$ cat config.mk
export PLATFORM = sky130hd
export DESIGN_NAME = matrix_mult_nxn_pipelined
export DESIGN_NICKNAME = d
export VERILOG_FILES = /design/src/rtl/matrix_mult_nxn_pipelined.sv
export SDC_FILE = /design/constraint.sdc
export NUM_CORES = 1
export LEC_CHECK = 0
export ABC_AREA = 1
export BUFFER_PORTS_ARGS = -buffer_cell sky130_fd_sc_hd__buf_2
export CORE_MARGIN = 4
export CORE_UTILIZATION = 55
export CTS_CLUSTER_SIZE = 28
export DETAILED_ROUTE_END_ITERATION = 12
export PLACE_DENSITY = 0.84
export SLEW_MARGIN = 10
export SYNTH_ARGS = -nofsm -noshare
export SYNTH_HDL_FRONTEND = slang
export SYNTH_SLANG_ARGS = --single-unit
$ cat constraint.sdc
create_clock -name clk -period 11.5 [get_ports clk]
set_clock_uncertainty 0.2 [all_clocks]
set_input_delay 0.575 -clock clk [delete_from_list [all_inputs] [get_ports clk]]
set_output_delay 0.575 -clock clk [all_outputs]
set_load 0.02 [all_outputs]
$ cat src/rtl/matrix_mult_nxn_pipelined.sv
// matrix_mult_nxn_pipelined
//   Computes C = A x B for unsigned NxN matrices. A and B are loaded one
//   element per accepted write (row-major, separate wrapping pointers).
//   A start request in IDLE runs N^3 multiply-accumulate issues through a
//   two-stage pipeline (product register, then accumulator). Two drain
//   cycles follow. C is then streamed out row-major over a valid/ready port.
//
// Ports
//   clk        : system clock, rising edge
//   rst        : asynchronous active-high reset
//   load_valid : element write strobe
//   load_sel   : 0 selects matrix A, 1 selects matrix B
//   load_data  : element value (DW bits)
//   load_ready : writes are accepted only while high (IDLE)
//   start      : compute request, honoured in IDLE only
//   busy       : high in COMPUTE, DRAIN and OUTPUT
//   res_valid  : res_data holds a valid C element
//   res_ready  : consumer accepts the element when valid & ready
//   res_data   : C element (ACC_W bits), row-major
//   res_last   : marks C[N-1][N-1]
//   done       : one-cycle pulse after the final result handshake
module matrix_mult_nxn_pipelined #(
  parameter int N     = 3,
  parameter int DW    = 8,
  parameter int ACC_W = 2*DW + $clog2(N)
) (
  input  logic             clk,
  input  logic             rst,
  input  logic             load_valid,
  input  logic             load_sel,
  input  logic [DW-1:0]    load_data,
  output logic             load_ready,
  input  logic             start,
  output logic             busy,
  output logic             res_valid,
  input  logic             res_ready,
  output logic [ACC_W-1:0] res_data,
  output logic             res_last,
  output logic             done
);

  localparam int NN  = N * N;
  localparam int PW  = $clog2(NN);
  localparam int IW  = $clog2(N);
  localparam int PRW = 2 * DW;
  localparam logic [PW-1:0] LAST_P = PW'(NN - 1);
  localparam logic [IW-1:0] LAST_I = IW'(N - 1);

  typedef enum logic [1:0] {
    S_IDLE    = 2'd0,
    S_COMPUTE = 2'd1,
    S_DRAIN   = 2'd2,
    S_OUTPUT  = 2'd3
  } state_t;

  // Operand and result storage
  logic [DW-1:0]    r_a [NN];
  logic [DW-1:0]    r_b [NN];
  logic [ACC_W-1:0] r_c [NN];
  logic [PW-1:0]    r_a_ptr;
  logic [PW-1:0]    r_b_ptr;

  // Control state
  state_t           r_state;
  logic [IW-1:0]    r_i;
  logic [IW-1:0]    r_j;
  logic [IW-1:0]    r_k;
  logic             r_drain_cnt;
  logic [PW-1:0]    r_out_idx;

  // Registered outputs
  logic             r_load_ready;
  logic             r_busy;
  logic             r_res_valid;
  logic [ACC_W-1:0] r_res_data;
  logic             r_res_last;
  logic             r_done;

  // Pipeline registers
  logic             r_p1_valid;
  logic             r_p1_first;
  logic             r_p1_last;
  logic [PRW-1:0]   r_p1_prod;
  logic [PW-1:0]    r_p1_cidx;
  logic [ACC_W-1:0] r_acc;

  // Combinational helpers
  logic             w_load_acc;
  logic             w_start_acc;
  logic             w_issue;
  logic [PW-1:0]    w_a_idx;
  logic [PW-1:0]    w_b_idx;
  logic [PW-1:0]    w_c_idx;
  logic [DW-1:0]    w_a_op;
  logic [DW-1:0]    w_b_op;
  logic [PRW-1:0]   w_prod;
  logic [ACC_W-1:0] w_sum;
  logic [PW-1:0]    w_next_out;

  // Handshake qualifiers, operand fetch, multiplier and accumulator adder
  always_comb begin
    w_load_acc  = load_valid & r_load_ready & (r_state == S_IDLE);
    w_start_acc = start & (r_state == S_IDLE);
    w_issue     = (r_state == S_COMPUTE);
    w_a_idx     = PW'(r_i) * PW'(N) + PW'(r_k);
    w_b_idx     = PW'(r_k) * PW'(N) + PW'(r_j);
    w_c_idx     = PW'(r_i) * PW'(N) + PW'(r_j);
    w_a_op      = r_a[w_a_idx];
    w_b_op      = r_b[w_b_idx];
    w_prod      = PRW'(w_a_op) * PRW'(w_b_op);
    // k==0 starts a fresh dot product, so the stale sum is discarded
    if (r_p1_first) begin
      w_sum = ACC_W'(r_p1_prod);
    end else begin
      w_sum = r_acc + ACC_W'(r_p1_prod);
    end
    w_next_out  = r_out_idx + PW'(1);
  end

  // Operand loading: one element per accepted write, pointers wrap at N*N-1
  always_ff @(posedge clk or posedge rst) begin
    if (rst) begin
      r_a_ptr <= '0;
      r_b_ptr <= '0;
      for (int n = 0; n < NN; n++) begin
        r_a[n] <= '0;
        r_b[n] <= '0;
      end
    end else begin
      if (w_load_acc) begin
        if (load_sel) begin
          r_b[r_b_ptr] <= load_data;
          r_b_ptr      <= (r_b_ptr == LAST_P) ? '0 : r_b_ptr + PW'(1);
        end else begin
          r_a[r_a_ptr] <= load_data;
          r_a_ptr      <= (r_a_ptr == LAST_P) ? '0 : r_a_ptr + PW'(1);
        end
      end
      // A start rewinds both pointers; a same-cycle write still lands first
      if (w_start_acc) begin
        r_a_ptr <= '0;
        r_b_ptr <= '0;
      end
    end
  end

  // MAC pipeline: stage 1 registers the product, stage 2 accumulates into C
  always_ff @(posedge clk or posedge rst) begin
    if (rst) begin
      r_p1_valid <= 1'b0;
      r_p1_first <= 1'b0;
      r_p1_last  <= 1'b0;
      r_p1_prod  <= '0;
      r_p1_cidx  <= '0;
      r_acc      <= '0;
      for (int n = 0; n < NN; n++) begin
        r_c[n] <= '0;
      end
    end else begin
      r_p1_valid <= w_issue;
      if (w_issue) begin
        r_p1_prod  <= w_prod;
        r_p1_first <= (r_k == '0);
        r_p1_last  <= (r_k == LAST_I);
        r_p1_cidx  <= w_c_idx;
      end
      if (r_p1_valid) begin
        r_acc <= w_sum;
        if (r_p1_last) begin
          r_c[r_p1_cidx] <= w_sum;
        end
      end
    end
  end

  // Control FSM with registered status and result outputs
  always_ff @(posedge clk or posedge rst) begin
    if (rst) begin
      r_state      <= S_IDLE;
      r_i          <= '0;
      r_j          <= '0;
      r_k          <= '0;
      r_drain_cnt  <= 1'b0;
      r_out_idx    <= '0;
      r_load_ready <= 1'b0;
      r_busy       <= 1'b0;
      r_res_valid  <= 1'b0;
      r_res_data   <= '0;
      r_res_last   <= 1'b0;
      r_done       <= 1'b0;
    end else begin
      r_done <= 1'b0;
      case (r_state)
        S_IDLE: begin
          if (start) begin
            r_state      <= S_COMPUTE;
            r_busy       <= 1'b1;
            r_load_ready <= 1'b0;
            r_i          <= '0;
            r_j          <= '0;
            r_k          <= '0;
          end else begin
            r_load_ready <= 1'b1;
          end
        end
        S_COMPUTE: begin
          // k innermost, then j, then i; the final issue moves to DRAIN
          if (r_k == LAST_I) begin
            r_k <= '0;
            if (r_j == LAST_I) begin
              r_j <= '0;
              if (r_i == LAST_I) begin
                r_i         <= '0;
                r_state     <= S_DRAIN;
                r_drain_cnt <= 1'b0;
              end else begin
                r_i <= r_i + IW'(1);
              end
            end else begin
              r_j <= r_j + IW'(1);
            end
          end else begin
            r_k <= r_k + IW'(1);
          end
        end
        S_DRAIN: begin
          if (r_drain_cnt) begin
            r_state   <= S_OUTPUT;
            r_out_idx <= '0;
          end else begin
            r_drain_cnt <= 1'b1;
          end
        end
        S_OUTPUT: begin
          // First OUTPUT cycle presents C[0]; afterwards advance per handshake
          if (!r_res_valid) begin
            r_res_valid <= 1'b1;
            r_res_data  <= r_c[r_out_idx];
            r_res_last  <= (r_out_idx == LAST_P);
          end else if (res_ready) begin
            if (r_res_last) begin
              r_res_valid  <= 1'b0;
              r_res_last   <= 1'b0;
              r_done       <= 1'b1;
              r_busy       <= 1'b0;
              r_load_ready <= 1'b1;
              r_state      <= S_IDLE;
            end else begin
              r_out_idx  <= w_next_out;
              r_res_data <= r_c[w_next_out];
              r_res_last <= (w_next_out == LAST_P);
            end
          end else begin
            r_res_valid <= r_res_valid;
          end
        end
        default: begin
          r_state      <= S_IDLE;
          r_busy       <= 1'b0;
          r_res_valid  <= 1'b0;
          r_res_last   <= 1'b0;
          r_load_ready <= 1'b0;
        end
      endcase
    end
  end

  assign load_ready = r_load_ready;
  assign busy       = r_busy;
  assign res_valid  = r_res_valid;
  assign res_data   = r_res_data;
  assign res_last   = r_res_last;
  assign done       = r_done;

endmodule

Yosys cells after proc, flatten, opt, wreduce, memory -nomap -nowiden:

Index checks and enable logic that the tools add are counted.

* register bits: 391
* input port bits: 14
* output and inout bits: 23

* add/subtract/negate cells: 10
* $mul: 3
* order comparisons: 10
* equal/unequal tests: 22
* muxes and demuxes: 81
* bitwise logic cells: 11
* reductions and logical operators: 26

Operators with widths (count)
* bitwise mux 162 bit: 1
* two-way mux 18 bit: 9
* binary-select mux 18 bit (select 4 bit): 2
* bitwise mux 72 bit: 2
* demux 18 bit (select 4 bit): 1
* binary-select mux 8 bit (select 4 bit): 2
* demux 8 bit (select 4 bit): 2
* two-way mux 4 bit: 12
* two-way mux 8 bit: 6
* >= comparator 5 bit (second input constant): 7
* NOT 4 -> 5 bit: 7
* two-way mux 2 bit: 15
* two-way mux 1 bit: 21
* adder 18 x 16 -> 18 bit: 1
* equality test 4 bit (second input constant): 4
* multiplier 8 x 8 -> 16 bit: 1
* inequality test 2 bit (second input constant): 8
* less-than comparator 5 x 1 -> 1 bit (second input constant): 3
* AND reduction 2 bit: 7
* adder 4 x 1 -> 4 bit (second input constant): 3
* adder 4 x 2 -> 4 bit: 3
* case mux 2 bit (2 select lines): 3
* AND reduction 4 bit: 3
* nonzero test 2 bit: 6
* other kinds (15): 34

Logic depth before layout (Yosys ltp):

Gate-level depths: netlist of the first run.

* word-level depth: 8
* mapped depth: 29
* gate-level depth less buffers: 29

Least setup slack after synthesis of the first run:

No wires, ideal clock.

* path kind: reg-to-reg
* start: register r_j[1]
* end: register r_p1_prod[8]
* library setup time: 0.135 ns
* data arrival time: 5.710 ns
* data required time: 11.165 ns
* path slack: 5.456 ns
* cell stages (with the launch flop): 25
* path buffers: 1
* period minus slack after synthesis: 6.044 ns
* path through: dfrtp_1 > fa_1 > ha_1 > fa_1 > buf_2 > nor2_4 > nand3_1 > nand2_1 > a41oi_1 > a21oi_1 > nor2_1 > fa_1 > inv_1 > fa_1 > inv_1 > fa_1 > inv_1 > fa_1 > inv_1 > ha_1 > a21oi_1 > o21ai_0 > a21oi_1 > xor2_1 > o21ai_0

* cells in the longest elaborated chain, start to end: 6

Ends and longest elaborated chain
* start, declared: line 66 `logic [IW-1:0] r_j;`
* start signal, assigned: line 220 `r_j <= r_j + IW'(1);`
* adder 4 x 2 -> 4 bit: line 106 `w_b_idx = PW'(r_k) * PW'(N) + PW'(r_j);`
* NOT 4 -> 5 bit (not written as such): line 109 `w_b_op = r_b[w_b_idx];`
* binary-select mux 8 bit (select 4 bit): line 109
* two-way mux 8 bit (not written as such) (2 in series): line 109
* multiplier 8 x 8 -> 16 bit: line 110 `w_prod = PRW'(w_a_op) * PRW'(w_b_op);`
* end signal, assigned: line 162 `r_p1_prod <= w_prod;`
* end, declared: line 83 `logic [PRW-1:0] r_p1_prod;`

No other way between the ends. The select of a mux whose other input is x is not followed.
A chain may end at the register's enable or synchronous reset.

Worst setup path after layout of the first run:

Same ends and word-level chain as after synthesis.

==> results of run 1 <==
==> registers in the layout (all words and copies together) (netlist names), 2 cells and up <==
register	flops
r_p1_prod	16
res_data	18
r_b	72
r_i	2
r_a	72
r_b_ptr	4
r_p1_cidx	4
r_acc	18
r_state	2
r_c	162
r_a_ptr	4
r_j	2
r_out_idx	4
r_k	2
==> critical path: cells and delay by family (launching register included) <==
family / cells / cell delay, ps
AOI/OAI and AO/OA: 7 / 1730
xor gates and xnor gates: 1 / 160
adders and majority gates: 7 / 3650
buffers and inverters: 5 / 670
DFF: 1 / 450
and+or+nand+nor: 2 / 210
==> routing by layer <==
layer | part of all wire | wire [um] | track usage | vias to the layer above
li1 | - | - | - | 10024
met3 | 0.098 | 6690 | 0.0561 | 238
met5 | 0 | 0 | 0 | -
met1 | 0.40 | 27200 | 0.395 | 10360
met2 | 0.46 | 31000 | 0.467 | 1200
met4 | 0.045 | 3060 | 0.128 | 0
==> final timing paths <==
check | start | to | slack (ps)
worst max register to register | r_j[1] | r_p1_prod[8] | 4300
worst max-delay path | r_j[1] | r_p1_prod[8] | 4300
worst min register to register | res_data[11] | res_data[11] | 280
max in group asynchronous | rst | r_c[55] | 8670
worst min-delay path | load_data[5] | r_a[5] | 30
min in group asynchronous | rst | r_a[5] | 370
==> area by class of cell <==
type	instances	area, sq um
fill	3617	16900
multi-input combinational	2227	11600
sequential	391	9790
clock buffer	59	1240
inverter	300	1130
tap	539	674
timing repair buffer	65	425
clock inverter	17	165
antenna	1	2.50
==> synthesized netlist by cell type, types with 12 or more instances <==
| cell type | count |
|---|---|
| a21oi_1 | 163 |
| buf_1 | 12 |
| buf_2 | 60 |
| buf_4 | 24 |
| clkbuf_1 | 64 |
| dfrtp_1 | 391 |
| fa_1 | 41 |
| ha_1 | 82 |
| inv_1 | 292 |
| nand2_1 | 829 |
| nand3_1 | 306 |
| nand4_1 | 58 |
| nor2_1 | 189 |
| nor3_1 | 27 |
| o211ai_1 | 45 |
| o21ai_0 | 381 |
| o21ai_1 | 15 |
==> through the flow <==
step / area, sq um / util / setup slack [ps] / hold WS (ps)
6_report: 25000 / 0.596 / 4300 / 27.4
5_1_grt: 25000 / 0.596 / 3780 / 24.3
4_1_cts: 25000 / 0.595 / 4350 / 3.90
3_5_place_dp: 23600 / 0.562 / 4350 / 262
3_3_place_gp: 23600 / 0.562 / 4490 / 261
2_1_floorplan: 23300 / - / 5460 / 248
==> logic make-up after synthesis <==
family                   count (synthesis)  share of synthesized area
AND/OR/NAND/NOR                       1449                      0.264
AO/OA/AOI/OAI                          647                      0.148
buffers and inverters                  471                     0.0861
flip-flops                             391                      0.419
adder cells (fa/ha/maj)                123                     0.0791
XOR/XNOR                                 8                    0.00332
==> timing repair <==
item,4_1_cts,5_1_grt
endpoints found under the hold margin,0,12
setup buffers,0,0
hold buffers,0,1
==> results.sh, run 1 <==
export IMPL_final_cell_mix="nand2_1 (829), dfrtp_1 (389), o21ai_0 (381), nand3_1 (306), inv_1 (291)"
export IMPL_layout_commonest_cell="nand2_1"
export IMPL_setup_viol=0
export IMPL_cap_violations=0
export IMPL_criticalPathCategory="flop to flop"
export IMPL_drc=0
export IMPL_ys_seq_elements=391
export IMPL_critPathRequiredTime_ps=11730
export IMPL_routed_via_density=6.06
export IMPL_post_cts_resize_count=0
export IMPL_synth_edf_count=0
export IMPL_path_clk_slew_ps=60
export IMPL_htreeDepth=2
export IMPL_avgSynthCellArea_sq_um=7.56
export IMPL_slowest_stage="ha_1"
export IMPL_slew_headroom=0.220
export IMPL_synth_top_area_cell="dfrtp_1"
export IMPL_drt_wl_total_mm=67.9
export IMPL_arrival_ps=7430
export IMPL_die_area_sq_um=45800
export IMPL_gp_congestion=0.899
export IMPL_rows=75
export IMPL_hp_class="primary input to flop"
export IMPL_first_global_vias=21492
export IMPL_instances_no_fill=3599
export IMPL_synth_ff_type="dfrtp_1"
export IMPL_dp_cells=3520
export IMPL_status="completed"
export IMPL_ys_seq_area_frac=0.419
export IMPL_fin_tns_setup_ps=0
export IMPL_min_period_ps=7200
export IMPL_firstDrtPassIters=8
export IMPL_grt_antenna_before_repair=0
export IMPL_cts_sinks=391
export IMPL_io_buffer_count=36
export IMPL_die_w_um=214
export IMPL_cts_made_buffers=42
export IMPL_synthesis_area_sq_um=23300
export IMPL_final_max_slew_violation_count=0
export IMPL_drt_iter0_drc=2940
export IMPL_dp_hpwl_mm=43.6
export IMPL_clk_insertion_delay_late_ps=580
export IMPL_die_h_um=214
export IMPL_grt_pass1_wl_mm=111
export IMPL_pin_count=37
export IMPL_cts_root_buffer="clkbuf_16"
export IMPL_cts_tree="yes"
export IMPL_gr_total_overflow=0
export IMPL_grt_usage=0.293
export IMPL_yosysTopAreaCellShare=0.419
export IMPL_wl_per_cell_um=18.9
export IMPL_finalCritPeriodShare=0.626
export IMPL_yosysWarnings=0
export IMPL_start_util=0.557
export IMPL_syn_nets=3226
export IMPL_drive_above_1_share=0.0611
export IMPL_cp_end_kind="flop"
export IMPL_finalHoldViolCount=0
export IMPL_cts_buffer_depth=3
export IMPL_critPathMaxStageDelay_ps=750
export IMPL_path_max_fanout=17
export IMPL_syn2layout_area_growth_pct=7.10
export IMPL_path_cells="fa_1 -> ha_1 -> inv_1 -> a21oi_1 -> a32o_1 -> nand2_1 -> a21oi_1 -> nor2_1 -> fa_1 -> inv_1 -> fa_1 -> inv_1 -> fa_1 -> inv_1 -> fa_1 -> inv_1 -> ha_1 -> a21oi_1 -> o21ai_0 -> a21oi_1 -> xor2_1 -> o21ai_0"
export IMPL_synth_distinct_cells=48
export IMPL_fmaxAchievable_mhz=139
export IMPL_postRouteAntennaNets=0
export IMPL_synth_area_leaders="dfrtp_1 (42%), nand2_1 (13%), o21ai_0 (8.2%)"
export IMPL_syn_inst=3089
export IMPL_grt_start_max_net_pins=139
export IMPL_worst_setup_path_start_kind="flop"
export IMPL_core_sq_um=41900
export IMPL_ff2ff_path_depth=22
export IMPL_finalNetCount=3164
export IMPL_tightest_slew_ps=1160
export IMPL_min_path_cells=3
export IMPL_synthArstFlopShare=1.00
export IMPL_vias=21822
export IMPL_rsz0062_at_grt="no"
Power of run 1 is left out: the tool's default activity adds up to more than one toggle a clock period on the data nets, which glitch-free logic cannot reach.
==> run 2, diff against run 1 <==
--- a/config.mk
+++ b/config.mk
@@ -11,7 +11,7 @@
 export CORE_UTILIZATION = 55
 export CTS_CLUSTER_SIZE = 28
 export DETAILED_ROUTE_END_ITERATION = 12
-export PLACE_DENSITY = 0.84
+export PLACE_DENSITY = 0.81
 export SLEW_MARGIN = 10
 export SYNTH_ARGS = -nofsm -noshare
 export SYNTH_HDL_FRONTEND = slang
==> constraint.sdc (replaced) <==
create_clock -name clk -period 7.5 [get_ports clk]
set_clock_uncertainty 0.2 [all_clocks]
set_input_delay 0.375 -clock clk [delete_from_list [all_inputs] [get_ports clk]]
set_output_delay 0.375 -clock clk [all_outputs]
set_load 0.02 [all_outputs]
==> run 2 against run 1 <==
Clock-buffer cell count rose by 3. Hold slack better by 8.1 ps. Cell area increased by 0.84%. Non-clock buffer count grew 11. Via count fell by 1.2%. Register-to-register slack got worse by 3500 ps. Fmax increased by 7.2%. Flip-flop and latch count did not move. Routed wire length shrank 2.7%. Final cell count up 0.31%. First-iteration DRC count is 15% lower. Critical path depth unchanged. Highest routed layer unchanged.
==> results.sh, run 2 (synthesis results as in run 1) <==
export IMPL_die_area_sq_um=45800
export IMPL_reg_top3="r_c (162), r_a (72), r_b (72)"
export IMPL_first_global_vias=21063
export IMPL_final_max_slew_violation_count=0
export IMPL_gr_total_overflow=0
export IMPL_io_buffer_count=36
export IMPL_grt_start_max_net_pins=132
export IMPL_status="completed"
export IMPL_crit_end="r_p1_prod[8]"
export IMPL_min_period_ps=6720
export IMPL_largest_reg_flops=162
export IMPL_criticalPathCategory="flop to flop"
export IMPL_layout_commonest_cell="nand2_1"
export IMPL_cts_tree="yes"
export IMPL_hp_class="primary input to flop"
export IMPL_r2r_start="r_i[0]"
export IMPL_routed_via_density=5.97
export IMPL_rsz0062_at_grt="no"
export IMPL_drc=0
export IMPL_clk_insertion_delay_late_ps=580
export IMPL_htreeDepth=2
export IMPL_r2r_slack_ps=780
export IMPL_start_util=0.557
export IMPL_finalNetCount=3176
export IMPL_critPathRequiredTime_ps=7730
export IMPL_fmaxAchievable_mhz=149
export IMPL_fin_tns_setup_ps=0
export IMPL_cap_violations=0
export IMPL_setup_viol=0
export IMPL_grt_usage=0.284
export IMPL_cp_end_kind="flop"
export IMPL_drt_wl_total_mm=66.1
export IMPL_worst_setup_path_start_kind="flop"
export IMPL_core_sq_um=41900
export IMPL_gp_congestion=0.943
export IMPL_syn2layout_area_growth_pct=8.00
export IMPL_ff2ff_path_depth=22
export IMPL_finalCritPeriodShare=0.896
export IMPL_finalHoldViolCount=0
export IMPL_tightest_slew_ps=1290
export IMPL_arrival_ps=6950
export IMPL_wl_per_cell_um=18.3
export IMPL_final_cell_mix="nand2_1 (829), dfrtp_1 (389), o21ai_0 (381), nand3_1 (306), inv_1 (291)"
export IMPL_drive_above_1_share=0.0628
export IMPL_postRouteAntennaNets=0
export IMPL_slew_headroom=0.141
export IMPL_critPathLaunch="r_i[0]"
export IMPL_drt_iter0_drc=2491
export IMPL_pin_count=37
export IMPL_die_w_um=214
export IMPL_vias=21560
export IMPL_grt_antenna_before_repair=0
export IMPL_cts_made_buffers=43
export IMPL_largest_register="r_c"
export IMPL_die_h_um=214
export IMPL_path_clk_slew_ps=60
export IMPL_path_max_fanout=17
export IMPL_r2r_end="r_p1_prod[8]"
export IMPL_cts_buffer_depth=3
export IMPL_dp_hpwl_mm=42.6
export IMPL_cts_sinks=391
export IMPL_antenna_cells=0
export IMPL_grt_pass1_wl_mm=108
export IMPL_firstDrtPassIters=8
export IMPL_cts_root_buffer="clkbuf_16"
export IMPL_postCtsSetupBuffers=0
export IMPL_fillers=3591
export IMPL_rows=75
## run 2: final cells by class
class	instances	area [sq um]	area share
Multi-Input combinational cell	2227	11600	0.459
Inverter	300	1130	0.0448
Clock inverter	15	226	0.00898
Clock buffer	62	1290	0.0511
Timing Repair Buffer	76	523	0.0207
Sequential cell	391	9790	0.388
Tap cell	539	674	0.0267
## run 2: worst min-delay path by stage
stage | from | cells past startpoint | end | slack, ps
after global routing | load_sel | 4 | r_a_ptr[0] | 80
after detailed placement | res_data[9] | 2 | res_data[9] | 260
after global placement | res_data[9] | 2 | res_data[9] | 260
final | load_sel | 4 | r_a_ptr[1] | 40
after floorplan | r_a[15] | 2 | r_a[15] | 250
after CTS | load_sel | 4 | r_a_ptr[1] | 20
## run 2: stage by stage
step | cell area [sq um] | hold slack [ps] | util | cells | setup WS (ps)
5_1_grt | 25200 | 77.8 | 0.601 | 3610 | 365
4_1_cts | 25200 | 22.8 | 0.601 | 3610 | 783
6_report | 25200 | 35.5 | 0.601 | 3610 | 783
3_3_place_gp | 23600 | 259 | 0.563 | 3526 | 1000
2_1_floorplan | 23300 | 248 | - | 3089 | 1460
3_5_place_dp | 23600 | 262 | 0.563 | 3526 | 815
## run 2: routing by layer
| metal | GRT usage | vias to the layer above | wire length, um |
|---|---|---|---|
| li1 | - | 10068 | - |
| met1 | 0.379 | 10181 | 26200 |
| met2 | 0.461 | 1110 | 30900 |
| met3 | 0.0469 | 201 | 6070 |
| met4 | 0.129 | 0 | 2870 |
| met5 | 0 | - | 0 |
## run 2: timing repair
| item | in CTS | in global routing |
|---|---|---|
| hold buffers | 7 | 0 |
| endpoints found under the hold margin | 39 | 0 |
| setup endpoints to repair | 0 | 0 |
| gates resized for setup | 0 | 0 |
## run 2: worst max-delay path: stages (launching register included)
cell	delay, ps
dfrtp_1	440
inv_1	120
ha_1	390
inv_1	70
fa_1	870
inv_1	220
nor2_1	250
nand3_4	150
o21a_1	290
or2_1	260
fa_1	500
fa_1	550
inv_1	50
fa_1	540
inv_1	60
fa_1	520
inv_1	40
ha_1	330
a21oi_1	180
o21ai_0	140
a21oi_1	170
xor2_1	150
o21ai_0	90
Power of run 2 is left out for the same reason.
